### config.mk
export PLATFORM = sky130hd
export DESIGN_NAME = seq_multiplier
export DESIGN_NICKNAME = d
export VERILOG_FILES = /design/src/rtl/seq_multiplier.sv
export SDC_FILE = /design/constraint.sdc
export NUM_CORES = 1
export LEC_CHECK = 0
export ABC_AREA = 1
export BUFFER_PORTS_ARGS = -buffer_cell sky130_fd_sc_hd__buf_2
export CORE_ASPECT_RATIO = 1.25
export CORE_MARGIN = 3
export CORE_UTILIZATION = 60
export DETAILED_ROUTE_END_ITERATION = 16
export HOLD_SLACK_MARGIN = 0.02
export PLACE_DENSITY_LB_ADDON = 0.2
export SLEW_MARGIN = 10
export SYNTH_ARGS = -nofsm -noshare
export SYNTH_HDL_FRONTEND = slang
export SYNTH_SLANG_ARGS = --single-unit
export TNS_END_PERCENT = 1
### constraint.sdc
create_clock -name clk -period 3.53 [get_ports clk]
set_input_delay 0.1765 -clock clk [delete_from_list [all_inputs] [get_ports clk]]
set_output_delay 0.1765 -clock clk [all_outputs]
set_load 0.005 [all_outputs]
### src/rtl/seq_multiplier.sv
// Sequential radix-2 shift-add multiplier, signed or unsigned operands.
// Fixed latency: WIDTH CALC cycles, then a one-cycle done pulse.
module seq_multiplier #(
    parameter int WIDTH = 16
) (
    input  logic               clk,
    input  logic               rst,
    input  logic               start,
    input  logic               is_signed,
    input  logic [WIDTH-1:0]   A,
    input  logic [WIDTH-1:0]   B,
    output logic               busy,
    output logic               done,
    output logic [2*WIDTH-1:0] Q
);

    localparam int CW = $clog2(WIDTH + 1);

    typedef enum logic [1:0] {IDLE, CALC, DONE} state_t;

    state_t               state, state_nx;
    logic [WIDTH-1:0]     mcand, mplier, addend, a_mag, b_mag;
    logic [2*WIDTH-1:0]   acc, acc_nx;
    logic [WIDTH:0]       sum;
    logic [CW-1:0]        cnt;
    logic                 neg, load, finish;

    always_ff @(posedge clk) begin
        if (rst) state <= IDLE;
        else     state <= state_nx;
    end

    always_comb begin
        state_nx = state;
        busy     = 1'b0;
        done     = 1'b0;
        load     = 1'b0;
        finish   = 1'b0;
        case (state)
            IDLE: begin
                if (start) begin
                    load     = 1'b1;
                    state_nx = CALC;
                end
            end
            CALC: begin
                busy = 1'b1;
                if (cnt == CW'(1)) begin
                    finish   = 1'b1;
                    state_nx = DONE;
                end
            end
            DONE: begin
                done = 1'b1;
                if (start) begin
                    load     = 1'b1;
                    state_nx = CALC;
                end else begin
                    state_nx = IDLE;
                end
            end
            default: state_nx = IDLE;
        endcase
    end

    // Negating the most negative value wraps to 2^(WIDTH-1), which is the
    // correct unsigned magnitude in WIDTH bits.
    assign a_mag  = (is_signed && A[WIDTH-1]) ? -A : A;
    assign b_mag  = (is_signed && B[WIDTH-1]) ? -B : B;

    assign addend = mplier[0] ? mcand : '0;
    assign sum    = {1'b0, acc[2*WIDTH-1:WIDTH]} + {1'b0, addend};
    assign acc_nx = {sum, acc[WIDTH-1:1]};

    always_ff @(posedge clk) begin
        if (rst) begin
            mcand  <= '0;
            mplier <= '0;
            acc    <= '0;
            cnt    <= '0;
            neg    <= 1'b0;
            Q      <= '0;
        end else if (load) begin
            mcand  <= a_mag;
            mplier <= b_mag;
            neg    <= is_signed & (A[WIDTH-1] ^ B[WIDTH-1]);
            acc    <= '0;
            cnt    <= CW'(WIDTH);
        end else if (busy) begin
            acc    <= acc_nx;
            mplier <= mplier >> 1;
            cnt    <= cnt - CW'(1);
            if (finish) Q <= neg ? -acc_nx : acc_nx;
        end
    end

endmodule

Word-level counts from Yosys, hierarchy flattened
Index checks and enable logic that the tools add are counted.

operators by class
  add/sub/neg operators = 5
  eq/ne operators = 5
  multiplexer cells = 18
  bitwise logic cells = 3
  reductions and logical operators = 8

operators by type and width
  kind                 count
  $mux 16              5
  $mux 32              1
  $neg 16->16          2
  $neg 32->32          1
  $add 16x16->17       1
  $mux 5               2
  $mux 1               7
  $pmux 2 s3           1
  $eq 5x1->1 const B   1
  $sub 5x1->5 const B  1
  $mux 2               2
  $ne 2x2->1 const B   2
  $reduce_or 2->1      2
  $reduce_and 3->1     1
  $eq 2x1->1 const B   1
  $eq 2x2->1 const B   1
  $logic_and 1x1->1    2
  $logic_not 2->1      1
  $reduce_and 2->1     1
  $reduce_bool 2->1    1
  $and 1x1->1          1
  $not 1->1            1
  $xor 1x1->1          1

word-level totals
  register bits = 104
  input port bits = 36
  output and inout bits = 34
  word-level logic and storage cells = 47

Logic depth before layout (Yosys ltp)
  depth in word-level cells = 5
  depth in mapped cells = 23
  depth with buffers taken out = 21

Worst setup path after synthesis
OpenSTA, ideal clock, no wires.

  path type = reg2reg
  start point = reg mplier[0]
  end point = reg Q[26]
  arrival time = 2.658 ns
  required time = 3.416 ns
  path slack = 0.759 ns
  cell stages (with the launch flop) = 24
  period minus slack after synthesis = 2.771 ns
  cells stage by stage = dfxtp_1 clkbuf_1 clkbuf_1 nand2_1 inv_1 ha_1 inv_1 fa_1 inv_1 nand3_1 nand2_2 a21oi_1 inv_1 nand2_1 nand2_1 nand2_1 nand2_1 nand2_2 inv_2 nand2_1 nand2_1 nand2_1 o21bai_1 inv_1

on the way
  cells in the longest elaborated chain, start to end = 4

ends and longest elaborated chain
  what                    RTL line  text
  start, declared         22        logic [WIDTH-1:0] mcand, mplier, addend, a_mag, b_mag;
  start signal, assigned  85        mplier <= b_mag;
  start signal, assigned  91        mplier <= mplier >> 1;
  $mux 16 (*)             71        assign addend = mplier[0] ? mcand : '0;
  $add 16x16->17 (*)      72        assign sum = {1'b0, acc[2*WIDTH-1:WIDTH]} + {1'b0, addend};
  $neg 32->32             93        if (finish) Q <= neg ? -acc_nx : acc_nx;
  $mux 32 (*)             93
  end signal, assigned    93
  end, declared           14        output logic [2*WIDTH-1:0] Q

Every way passes the cells marked *; elsewhere a longest branch is shown, timed or not.
A chain may end at the register's enable or synchronous reset.

Worst setup path after layout
Same ends and word-level chain as after synthesis.

==> reports/results.ini <==
[final_layout]
fin_nets=1103
final_area_um2=7160
final_layout_size_suffix_gt1_share_pct=11.8
areaGrowthSynthToFinish_pct=11.3
utilization_pct=69.8
final_cell_count_no_fill=1179
num_antenna_cells=0

[power]
vdd_ir_drop_max_mv=0.239
cellPowerDensity_nw_per_um2=434
total_power_mw=3.11
power.leakage_nw=3.65

[logic_synthesis]
syn-cell-area_um2=6430
synthFlopType=sky130_fd_sc_hd__dfxtp_1
postSynthNetCount=1053
postSynthAreaPerCell_um2=6.46
edff_count_synth=0
postSynthRegisterBits=103
synth_seq_area_share_pct=32.1
yosys_warnings=0
syn_inst=995
yosys.cell_types.count=45
postSynth.asyncResetShare_pct=0

[clock_tree]
cts_h_tree_depth=3
number_of_clock_sinks=103
clock-root-buffer=sky130_fd_sc_hd__clkbuf_16
cts_clock_pin_slew_for_the_worst_setup_and_hold_paths_ps=70
clock_latency_ps=350
tritoncts.num_buffers=9
cts_tree=yes
postCtsSetupRepairBufs=0
cts_hold_buf=0
cts-resized-gates=0
clock_tree.buffer_depth=2

[floorplanning]
dieArea_um2=12000
core-area_um2=10300
overall_die_height_um=122
site_row_count=41
die_w_um=98.6
ios=70
start_util_pct=62.7

[worst_setup_path]
critical-path-slowest-cell=sky130_fd_sc_hd__dfxtp_1
path_class=register to register
worst_ep_required_time_ps=3780
worst_path_largest_cell_delay_ps=610
worst_path_maximum_fanout=17
crit_path_start_kind=register
path_common_cell=sky130_fd_sc_hd__nand2_1
cp_cell_sequence=nand2_1 -> inv_1 -> ha_1 -> inv_1 -> fa_1 -> inv_1 -> nand3_1 -> nand2_2 -> a21oi_1 -> inv_1 -> nand2_1 -> nand2_1 -> nand2_1 -> nand2_1 -> nand2_2 -> inv_2 -> nand2_1 -> nand2_1 -> nand2_1 -> o21bai_1 -> inv_1
cp-end-kind=register
worst-path-buf-inv=6
cpLargestDelayFamily=simple AND/OR/NAND/NOR gates
data_arrival_at_the_endpoint_of_the_critical_path_ps=3180

[routing]
vias_cell=5.42
finalWirelength_um=15400
final_antenna_net_count=0
first_pass_iters=6
detail_route.iter0.violations=426
avgRoutedWirePerCell_um=13.1
drcViolationCount=0
vias=6390

[placement]
place.gp.congestion=0.900
placement.setup.worst_slack_ps=640
numPortBuffers=69
placed_cell_area_um2=6830
detailed_place_hpwl_um=11400
placed_cells=1163

[grt]
grt_util_all_layers_pct=26.5
grt_first_pass_wirelength_um=26400
grt_antenna_before_repair=0
maximum_number_of_pins_on_one_net_before_global_route_repair=48
grt_pass1_vias=5861
grt-ovfl-total=0

[timing]
min_period_ps=2930
tns_ps=0
finalHoldWorstSlack_ps=118
grt_setup_unrepaired=no
max_slew.worst_pin.slew_ps=924
final-setup-viol-count=0
drv_slew=0
fin_crit_sh_pct=82.9
timing.final.ws_setup_ps=603
hold_violations=0
max_freq_mhz=342
skew_ps=6.58
max-slew-margin-rel_pct=38.0

[worst_hold_path]
hp-class=input pin to register

[outcome]
outcome=completed

[job]
cap_viol_max_count=0

registers in the layout, indices dropped and copies added (netlist names):
register and flops:
mplier 16, Q 32, mcand 16, neg 1, state 2, acc 31, cnt 5
report_power, final:
part,total (mW),switching (mW),internal [mW]
logic,0.692,0.452,0.240
registers,1.30,0.0565,1.25
clock network,1.11,0.477,0.633
final timing paths:
kind | start | endpoint | slack [ps] | cells after the start
max | mplier[0] | Q[26] | 600 | 21
min | A[1] | mcand[1] | 120 | 3
max reg2reg | mplier[0] | Q[26] | 600 | 21
min reg2reg | mcand[12] | mcand[12] | 450 | 2
logic make-up after synthesis:
kind of cell | after synthesis | synth area share [%]
buffers and inverters | 184 | 11.1
adder cells (fa/ha/maj) | 22 | 4.40
XOR/XNOR | 34 | 4.63
flip-flops | 103 | 32.1
AO/OA/AOI/OAI | 207 | 18.0
AND/OR/NAND/NOR | 445 | 29.9
routing by layer:
metal	track usage [%]	vias up	routed length (um)
met2	45.5	195	7360
met5	0	-	0
met4	9.31	0	350
met1	34.1	2849	6830
li1	-	3312	-
met3	4.01	34	876
area by class of cell:
cell class,instances,area [um^2]
inverters,148,556
flip-flops and latches,103,2060
clock inverters,7,104
clock buffers,9,225
multi-input cells,708,3660
well taps,129,161
repair buffers,75,390
fillers,913,3100
synthesized netlist by cell type (2+ instances only):
| cell | instances | area, um^2 |
|---|---|---|
| sky130_fd_sc_hd__a32o_1 | 2 | 20.0 |
| sky130_fd_sc_hd__xnor2_1 | 7 | 61.3 |
| sky130_fd_sc_hd__buf_2 | 6 | 30.0 |
| sky130_fd_sc_hd__nor2_1 | 77 | 289 |
| sky130_fd_sc_hd__and2_1 | 3 | 18.8 |
| sky130_fd_sc_hd__a31oi_1 | 4 | 25.0 |
| sky130_fd_sc_hd__o31ai_1 | 3 | 22.5 |
| sky130_fd_sc_hd__o221ai_1 | 5 | 43.8 |
| sky130_fd_sc_hd__nand3b_1 | 5 | 37.5 |
| sky130_fd_sc_hd__clkinv_1 | 2 | 7.51 |
| sky130_fd_sc_hd__a21oi_1 | 75 | 375 |
| sky130_fd_sc_hd__buf_1 | 2 | 7.51 |
| sky130_fd_sc_hd__nor2_4 | 2 | 22.5 |
| sky130_fd_sc_hd__nand2_1 | 264 | 991 |
| sky130_fd_sc_hd__nand2_2 | 10 | 62.6 |
| sky130_fd_sc_hd__o21bai_1 | 3 | 22.5 |
| sky130_fd_sc_hd__o21ai_1 | 3 | 15.0 |
| sky130_fd_sc_hd__clkbuf_1 | 26 | 97.6 |
| sky130_fd_sc_hd__dfxtp_1 | 103 | 2060 |
| sky130_fd_sc_hd__o32ai_1 | 2 | 17.5 |
| sky130_fd_sc_hd__inv_2 | 4 | 15.0 |
| sky130_fd_sc_hd__o21ai_0 | 85 | 425 |
| sky130_fd_sc_hd__inv_1 | 142 | 533 |
| sky130_fd_sc_hd__nand2_4 | 2 | 22.5 |
| sky130_fd_sc_hd__ha_1 | 21 | 263 |
| sky130_fd_sc_hd__nor3_1 | 11 | 55.1 |
| sky130_fd_sc_hd__o211ai_1 | 22 | 165 |
| sky130_fd_sc_hd__xor2_1 | 27 | 236 |
| sky130_fd_sc_hd__nand3_1 | 48 | 240 |
| sky130_fd_sc_hd__nand3_2 | 3 | 30.0 |
| sky130_fd_sc_hd__o21a_1 | 2 | 15.0 |
| sky130_fd_sc_hd__or2_2 | 2 | 12.5 |
| sky130_fd_sc_hd__nor2_2 | 2 | 12.5 |
| sky130_fd_sc_hd__nor4_1 | 2 | 12.5 |
| sky130_fd_sc_hd__nand4_1 | 8 | 50.1 |
worst min-delay path: cells and delay by family:
family,cells,cell delay [ps]
compound gates,1,130
buf+inv,1,90
simple gates,1,40
cells in the final DEF, fill, tap and decap left out, drive strengths merged, types with 3 or more instances in the layout:
master	instances
xor2	27
nor2	81
or2	3
nand3b	5
o31ai	3
nand4	8
clkbuf	9
nor3	12
o21bai	3
o21ai	89
buf	75
a31oi	4
clkinv	3
a21oi	75
nand3	52
and2	4
ha	21
dfxtp	103
inv	149
o211ai	22
nand2	276
o221ai	5
xnor2	7
Note: power is estimated with default switching activity, not from simulation.
